## src/rtl/ntt_pkg.sv

```systemverilog
// Shared NTT scheduler definitions: FSM encoding and bank-select names.
package ntt_pkg;

  localparam logic [1:0] S_IDLE  = 2'd0;
  localparam logic [1:0] S_RUN   = 2'd1;
  localparam logic [1:0] S_DRAIN = 2'd2;
  localparam logic [1:0] S_FIN   = 2'd3;

  localparam logic BANK0 = 1'b0;
  localparam logic BANK1 = 1'b1;

endpackage

```

## src/rtl/ntt_delay_line.sv

```systemverilog
// Valid+data shift register; each stage only loads data behind a valid,
// so the output data holds the last valid payload while out_vld is low.
module ntt_delay_line #(
  parameter int W     = 8,
  parameter int DEPTH = 2
) (
  input  logic         clk,
  input  logic         rst_n,
  input  logic         in_vld,
  input  logic [W-1:0] in_data,
  output logic         out_vld,
  output logic [W-1:0] out_data,
  output logic         any_valid
);

  logic [DEPTH-1:0]        vld;
  logic [DEPTH-1:0][W-1:0] dat;

  always_ff @(posedge clk or negedge rst_n) begin
    if (!rst_n) begin
      vld <= '0;
      dat <= '0;
    end else begin
      vld[0] <= in_vld;
      if (in_vld) dat[0] <= in_data;
      for (int i = 1; i < DEPTH; i++) begin
        vld[i] <= vld[i-1];
        if (vld[i-1]) dat[i] <= dat[i-1];
      end
    end
  end

  // Pending entries only: the one leaving on the output this cycle is
  // already being issued, so it does not count.
  always_comb begin
    any_valid = in_vld;
    for (int i = 0; i < DEPTH-1; i++) any_valid = any_valid | vld[i];
  end

  assign out_vld  = vld[DEPTH-1];
  assign out_data = dat[DEPTH-1];

endmodule

```

## src/rtl/ntt_bank_sched.sv

```systemverilog
// Radix-2 in-place NTT stage/address scheduler over two ping-pong banks:
// one butterfly read per cycle, matching write BF_LAT+1 cycles later.
module ntt_bank_sched
  import ntt_pkg::*;
#(
  parameter int  N      = 256,
  parameter int  BF_LAT = 4,
  localparam int LOGN   = $clog2(N),
  localparam int D      = BF_LAT + 1
) (
  input  logic            clk,
  input  logic            rst_n,
  input  logic            start,
  input  logic            hold,
  output logic            busy,
  output logic            done,
  output logic            src_sel,
  output logic [LOGN-1:0] stage,
  output logic            rd_en,
  output logic [LOGN-1:0] rd_addr_a,
  output logic [LOGN-1:0] rd_addr_b,
  output logic [LOGN-2:0] tw_addr,
  output logic            bf_valid,
  output logic            wr_en,
  output logic [LOGN-1:0] wr_addr_a,
  output logic [LOGN-1:0] wr_addr_b
);

  localparam logic [LOGN-2:0] K_LAST     = '1;
  localparam logic [LOGN-1:0] STAGE_LAST = LOGN'(LOGN - 1);

  logic [1:0]      state;
  logic [LOGN-2:0] k;
  logic [LOGN-1:0] kx, half, mask, a_nxt, b_nxt;
  logic [LOGN-2:0] tw_nxt;
  logic            dl_any;

  // a: insert a zero at bit position 'stage' of k; b sets that bit.
  always_comb begin
    kx     = {1'b0, k};
    half   = LOGN'(1) << stage;
    mask   = half - LOGN'(1);
    a_nxt  = ((kx >> stage) << (stage + LOGN'(1))) | (kx & mask);
    b_nxt  = a_nxt | half;
    tw_nxt = (k & mask[LOGN-2:0]) << (STAGE_LAST - stage);
  end

  always_ff @(posedge clk or negedge rst_n) begin
    if (!rst_n) begin
      state     <= S_IDLE;
      busy      <= 1'b0;
      done      <= 1'b0;
      src_sel   <= BANK0;
      stage     <= '0;
      k         <= '0;
      rd_en     <= 1'b0;
      rd_addr_a <= '0;
      rd_addr_b <= '0;
      tw_addr   <= '0;
      bf_valid  <= 1'b0;
    end else begin
      done     <= 1'b0;
      rd_en    <= 1'b0;
      bf_valid <= rd_en;
      case (state)
        S_IDLE: begin
          // busy is still high in the done cycle, which keeps start masked there
          busy <= 1'b0;
          if (start && !busy) begin
            busy    <= 1'b1;
            state   <= S_RUN;
            stage   <= '0;
            k       <= '0;
            src_sel <= BANK0;
          end
        end
        S_RUN: begin
          if (!hold) begin
            rd_en     <= 1'b1;
            rd_addr_a <= a_nxt;
            rd_addr_b <= b_nxt;
            tw_addr   <= tw_nxt;
            k         <= k + 1'b1;
            if (k == K_LAST) state <= S_DRAIN;
          end
        end
        S_DRAIN: begin
          if (!dl_any) begin
            if (stage == STAGE_LAST) begin
              state <= S_FIN;
            end else begin
              stage   <= stage + 1'b1;
              src_sel <= ~src_sel;
              k       <= '0;
              state   <= S_RUN;
            end
          end
        end
        default: begin
          done    <= 1'b1;
          src_sel <= ~src_sel;
          state   <= S_IDLE;
        end
      endcase
    end
  end

  ntt_delay_line #(.W(2*LOGN), .DEPTH(D)) u_wr_dly (
    .clk       (clk),
    .rst_n     (rst_n),
    .in_vld    (rd_en),
    .in_data   ({rd_addr_a, rd_addr_b}),
    .out_vld   (wr_en),
    .out_data  ({wr_addr_a, wr_addr_b}),
    .any_valid (dl_any)
  );

endmodule

```

## config.mk

```make
export PLATFORM = sky130hd
export DESIGN_NAME = ntt_bank_sched
export DESIGN_NICKNAME = d
export VERILOG_FILES = /design/src/rtl/ntt_pkg.sv /design/src/rtl/ntt_delay_line.sv /design/src/rtl/ntt_bank_sched.sv
export SDC_FILE = /design/constraint.sdc
export NUM_CORES = 1
export LEC_CHECK = 0
export ABC_CLOCK_PERIOD_IN_PS = 2900
export CORE_MARGIN = 1.5
export CORE_UTILIZATION = 45
export CTS_BUF_LIST = sky130_fd_sc_hd__clkbuf_4 sky130_fd_sc_hd__clkbuf_8
export DETAILED_ROUTE_END_ITERATION = 7
export GPL_ROUTABILITY_DRIVEN = 0
export PLACE_DENSITY_LB_ADDON = 0.12
export SLEW_MARGIN = 20
export SYNTH_ARGS = -nofsm -noshare
export SYNTH_HDL_FRONTEND = slang
export SYNTH_SLANG_ARGS = --single-unit
export TNS_END_PERCENT = 5
```

## constraint.sdc

```tcl
create_clock -name clk -period 2.9 [get_ports clk]
set_input_delay 0.435 -clock clk [delete_from_list [all_inputs] [get_ports clk]]
set_output_delay 0.435 -clock clk [all_outputs]
set_load 0.02 [all_outputs]
```

==> reports/qor.txt, run 1 <==
initial antenna violation count = 0
clk buf depth = 2
CP Capture Type = register
register bit total from synthesis = 129
WL/cell = 17.35 microns
Final setup violation count = 0
Root Driver = clkbuf_8
RSZ-0062 raised after global routing = false
Site Rows = 43
Clock Skew = 0.01174 ns
most frequent cells in the layout = dfrtp_1 (129), mux2_2 (84), clkdlybuf4s50_1 (55)
Initial Util = 45.78%
Final TNS setup = 0 ns
Hold Crit Class = primary input to asynchronous set/reset pin
Final nets = 619
Worst EP required = 3.20 ns
Worst VDD drop = 272.9 uV
Startpoint Class = register
Max H-tree Level = 4
Reg clk slew, reported paths = 0.08 ns
I/O Buffers = 56
Iter 0 DRT Violations = 282
area of the mapped netlist = 6330 sq um
clk sink count = 129
Core Box Area = 13830 sq um
DRT Pass-1 Iters = 4
Final Max Slew Viols = 0
DRC = 0
post-CTS setup buffers = 0
status = finished clean
number of flops mapped to enable cells by yosys = 0
area of the die = 14790 sq um
vias per cell = 5.608
Rel. slew slack = 52.93%
Placed Area = 7009 sq um
Final Cycle Share = 91.28%
Crit path arrival time = 2.95 ns
syn_nets = 574
Hold Slack = 0.4156 ns
Layout area overhead = 17.69%
layout cells sized above 1 = 25.36%
Max Cap Viol = 0
global-route wire length before repair = 23380 microns
clock latency on the worst-skew pair = 0.43 ns
Final Hold Fails = 0
Setup CP Type = register to register
vias in the first global route = 4437
I/O Pins = 57
via count = 4503
largest area contributor in the synthesized netlist = dfrtp_1
Post-CTS Resized = 0
Distinct cells, synth = 67
most common cell after layout, fill and taps aside = dfrtp_1
HPWL Detailed = 9930 microns
GRT overflow = 0
Tmin final = 2.647 ns
die height = 121.6 microns
final wirelength = 13930 microns
Syn Area/Cell = 11.20 sq um
worst-margin pin slew = 0.6962 ns
Post-Syn Instances = 565
gr usage total = 20.61%
Worst Path Max Fanout = 10
pwr/cell area = 764.7 nW/um^2
pin count of the biggest net entering global routing = 76
fin util = 53.88%
fmax = 0.3778 GHz
P_leak = 3.097 nW
Inserted Clock Buffers = 17
flop2flop setup slack = 0.25 ns
die span in x = 121.6 microns
DRT antenna net count = 0
ys async rst share = 100.0%
CTS tree = done
ant diodes = 0
Synth area leaders = dfrtp_1 (51%), mux2_2 (15%), nand2_1 (2.5%)
Hold-fix buffers, CTS = 1
Synth Warn # = 0
Layout fillers = 1206
top cell type's share of synthesized area = 51.00%
post-synthesis sequential area ratio = 51.00%
final instance area = 7450 sq um
commonest register cell after synthesis = dfrtp_1
logic make-up (layout without fill, tap and decap cells):
logic type               count (synthesis)  count (layout)  synth area share (%)
flip-flops                             129             129                 51.00
buffers and inverters                   66             124                 5.456
adder cells (fa/ha/maj)                  5               5                0.9883
AND/OR/NAND/NOR                        160             160                 13.24
multiplexers                            91              91                 16.05
XOR/XNOR                                10              10                 1.384
AO/OA/AOI/OAI                          104             104                 11.88
worst paths after layout:
| path | start | end | cells after the start |
|---|---|---|---|
| worst max-delay path | stage[4]$_DFFE_PN0P_ | rd_addr_a[6]$_DFFE_PN0P_ | 10 |
| worst min-delay path | rst_n | u_wr_dly.out_data[2]$_DFFE_PN0P_ | 2 |
| worst max register to register | stage[4]$_DFFE_PN0P_ | rd_addr_a[6]$_DFFE_PN0P_ | 10 |
| worst min register to register | tw_addr[6]$_DFFE_PN0P_ | tw_addr[6]$_DFFE_PN0P_ | 2 |
| max in group asynchronous | rst_n | u_wr_dly.dat[8]$_DFFE_PN0P_ | 3 |
| min in group clk | tw_addr[6]$_DFFE_PN0P_ | tw_addr[6]$_DFFE_PN0P_ | 2 |
worst max-delay path, stage by stage (launching register included):
cell and delay (ns):
dfrtp_1 0.51, nor2_1 0.26, nand3b_1 0.25, or3_1 0.40
ha_1 0.30, nand3_1 0.15, nor2_1 0.05, nor2_1 0.08
nand4_1 0.10, nor3_1 0.33, nor2_1 0.09
cell usage after synthesis (all sizes together), types with 7 or more instances:
master,n
nand3,18
mux2,84
o211ai,9
buf,42
a21oi,16
nor3,20
mux2i,7
clkbuf,15
o21ai,26
nand2,44
dfrtp,129
xnor2,8
nor2,31
a22o,7
nand2b,8
flip-flops by register name (all words and copies together), names as in the netlist, 2 cells and up:
name	flops
u_wr_dly.dat	64
u_wr_dly.out_data	16
rd_addr_a	8
rd_addr_b	8
stage	8
k	7
tw_addr	7
u_wr_dly.vld	5
state	2
layer usage:
layer,track usage (%),vias to the layer above,part of all wire [%]
met5,0,-,0
met2,31.67,139,46
li1,-,2115,-
met1,27.94,2217,46
met4,9.853,0,2.9
met3,4.401,32,5.1
report_power, final:
| group | switching [mW] | internal [mW] |
|---|---|---|
| Sequential | 0.343 | 2.31 |
| Clock | 0.713 | 0.921 |
| Combinational | 0.638 | 0.772 |
| Total | 1.69 | 4.00 |
per-stage QoR:
step	power (mW)	worst slack (ns)	instances
finish	5.697	0.2529	803
detailed placement	4.110	0.3428	770
CTS	5.762	0.3150	803
global placement	4.056	0.4301	770
floorplan	3.616	0.2505	565
global route	6.035	0.02307	803
final cells by class:
type / count / area (sq um) / area share, %
flip-flops and latches: 129 / 3228 / 43.33
multi-input cells: 370 / 2756 / 37.00
repair buffers: 83 / 775.7 / 10.41
clock buffers: 21 / 276.5 / 3.712
well taps: 180 / 225.2 / 3.023
clock inverters: 11 / 153.9 / 2.066
inverters: 9 / 33.78 / 0.4535
Power figures use the tool's default switching activity.
==> run 2, diff against run 1 <==
--- a/config.mk
+++ b/config.mk
@@ -7,7 +7,7 @@
 export LEC_CHECK = 0
 export ABC_CLOCK_PERIOD_IN_PS = 2900
 export CORE_MARGIN = 1.5
-export CORE_UTILIZATION = 45
+export CORE_UTILIZATION = 25
 export CTS_BUF_LIST = sky130_fd_sc_hd__clkbuf_4 sky130_fd_sc_hd__clkbuf_8
 export DETAILED_ROUTE_END_ITERATION = 7
 export GPL_ROUTABILITY_DRIVEN = 0
@@ -16,4 +16,4 @@
 export SYNTH_ARGS = -nofsm -noshare
 export SYNTH_HDL_FRONTEND = slang
 export SYNTH_SLANG_ARGS = --single-unit
-export TNS_END_PERCENT = 5
+export TNS_END_PERCENT = 1
==> run 2 against run 1 <==
Effect of this change: combinational power is essentially flat; critical path type unchanged; clock skew grew 0.0018 ns; critical path depth decreased by 4; maximum frequency increased by 0.67%; setup slack gained 0.018 ns; flip-flop and latch count unchanged; register-to-register slack improved by 0.02 ns; critical endpoint is now rd_addr_b[1]$_DFFE_PN0P_; clock power increased by 6%; sequential share of layout area decreased by 1.5 points; die area grew 78%.
==> reports/qor.txt, run 2 (same netlist as run 1, synthesis figures left out) <==
Max Cap Viol = 0
clock latency on the worst-skew pair = 0.45 ns
die height = 162.1 microns
fin util = 30.79%
Final nets = 625
HPWL Detailed = 11700 microns
Rel. slew slack = 54.82%
RR Endpoint = rd_addr_b[1]$_DFFE_PN0P_
initial antenna violation count = 0
Layout fillers = 2594
storage element area = 3228 sq um
pwr/cell area = 751.9 nW/um^2
worst r2r path cells = 6
worst-margin pin slew = 0.6707 ns
Post-CTS Resized = 0
DRC = 0
Startpoint Class = register
Hold Crit Class = primary input to asynchronous set/reset pin
DRT Pass-1 Iters = 4
Core Box Area = 25040 sq um
most frequent cells in the layout = dfrtp_1 (129), mux2_2 (84), clkdlybuf4s50_1 (55)
most common cell after layout, fill and taps aside = dfrtp_1
Initial Util = 25.28%
Setup CP Type = register to register
most frequent CP cell = a31oi_1
DRT antenna net count = 0
Reg clk slew, reported paths = 0.09 ns
Site Rows = 58
Final TNS setup = 0 ns
WL/cell = 16.72 microns
via count = 4511
I/O Buffers = 56
Worst Path Max Fanout = 19
GRT overflow = 0
max incr delay on CP = 0.76 ns
die span in x = 162.1 microns
flop2flop setup slack = 0.27 ns
final wirelength = 16030 microns
worst setup margin = 0.2706 ns
Inserted Clock Buffers = 17
status = finished clean
vias in the first global route = 4545
Worst EP required = 3.21 ns
clk buf depth = 2
crit-path cells = ha_1, nor3_1, a31oi_1, nor2_1, a41oi_1, a31oi_1
Root Driver = clkbuf_8
pre-CTS setup slack = 0.3468 ns
Final Hold Fails = 0
Worst VDD drop = 293.3 uV
CP max-delay cell = dfrtp_1
vias per cell = 4.704
ant diodes = 0
CTS tree = done
Reg with most FFs = u_wr_dly.dat
Final Cycle Share = 90.67%
RSZ-0062 raised after global routing = false
fmax = 0.3803 GHz
Max H-tree Level = 4
CP Capture Type = register
max FFs per register = 64
Crit path arrival time = 2.94 ns
Final setup violation count = 0
P_leak = 3.137 nW
Clock Skew = 0.01353 ns
Tmin final = 2.629 ns
multi-input combinational cell area = 2756 sq um
Layout area overhead = 21.78%
pin count of the biggest net entering global routing = 62
Iter 0 DRT Violations = 302
gr usage total = 12.97%
Final Max Slew Viols = 0
Tot Pwr = 5.796 mW
clk sink count = 129
Hold Slack = 0.4869 ns
r2r startpoint = stage[1]$_DFFE_PN0P_
layout cells sized above 1 = 26.07%
global-route wire length before repair = 26040 microns
I/O Pins = 57
area of the die = 26280 sq um
==> run 2: cell count changes in the layout (fill, tap and decap cells not counted), sizes merged <==
| cell | previous run | this run |
|---|---|---|
| inv | 7 | 13 |
| clkbuf | 21 | 18 |
| buf | 27 | 33 |
| clkinv | 8 | 6 |
| clkinvlp | 2 | 1 |
==> run 2: worst max-delay path by stage <==
stage                                     from  slack, ns                        to  cells past startpoint
after CTS                 stage[1]$_DFFE_PN0P_       0.33  rd_addr_a[0]$_DFFE_PN0P_                      7
after global routing      stage[1]$_DFFE_PN0P_       0.09  rd_addr_a[0]$_DFFE_PN0P_                      6
after global placement    stage[1]$_DFFE_PN0P_       0.29  rd_addr_a[0]$_DFFE_PN0P_                      7
final                     stage[1]$_DFFE_PN0P_       0.27  rd_addr_b[1]$_DFFE_PN0P_                      6
after detailed placement  stage[1]$_DFFE_PN0P_       0.35  rd_addr_b[1]$_DFFE_PN0P_                      6
after floorplan           stage[5]$_DFFE_PN0P_       0.25  rd_addr_b[6]$_DFFE_PN0P_                     13
==> run 2: worst max-delay path, delay by kind of cell (launching register included) <==
family	cells	cell delay, ns
adder cells (fa/ha/maj)	1	0.48
flip-flops	1	0.76
AO/OA/AOI/OAI	3	0.96
AND/OR/NAND/NOR	2	0.30
==> run 2: where the power goes <==
part / internal (mW) / total, mW / switching (mW)
Sequential: 2.31 / 2.66 / 0.350
Clock: 0.906 / 1.73 / 0.819
Combinational: 0.775 / 1.41 / 0.637
Total: 3.99 / 5.80 / 1.81
==> run 2: what timing repair did <==
| item | in CTS | in global routing |
|---|---|---|
| endpoints found under the hold margin | 48 | 0 |
| hold buffers | 1 | 0 |
| buffers inserted | 0 | 0 |
==> run 2: per-layer routing <==
layer / GRT usage (%) / part of all wire, %
met1: 17.57 / 47
met2: 20.17 / 46
met3: 3.013 / 4.2
met4: 4.754 / 2.4
met5: 0 / 0
==> run 2: layout make-up <==
| cell class | instances | area share [%] |
|---|---|---|
| multi-input combinational | 370 | 35.76 |
| timing repair buffer | 89 | 10.86 |
| clock buffer | 18 | 3.214 |
| clock inverter | 14 | 2.500 |
| tap | 330 | 5.356 |
| inverter | 9 | 0.4382 |
| sequential | 129 | 41.88 |
==> run 2: stage by stage <==
step	cell area, sq um	cells
after CTS	7709	959
final	7709	959
after global placement	7258	926
after detailed placement	7258	926
after global routing	7709	959
after floorplan	6330	565
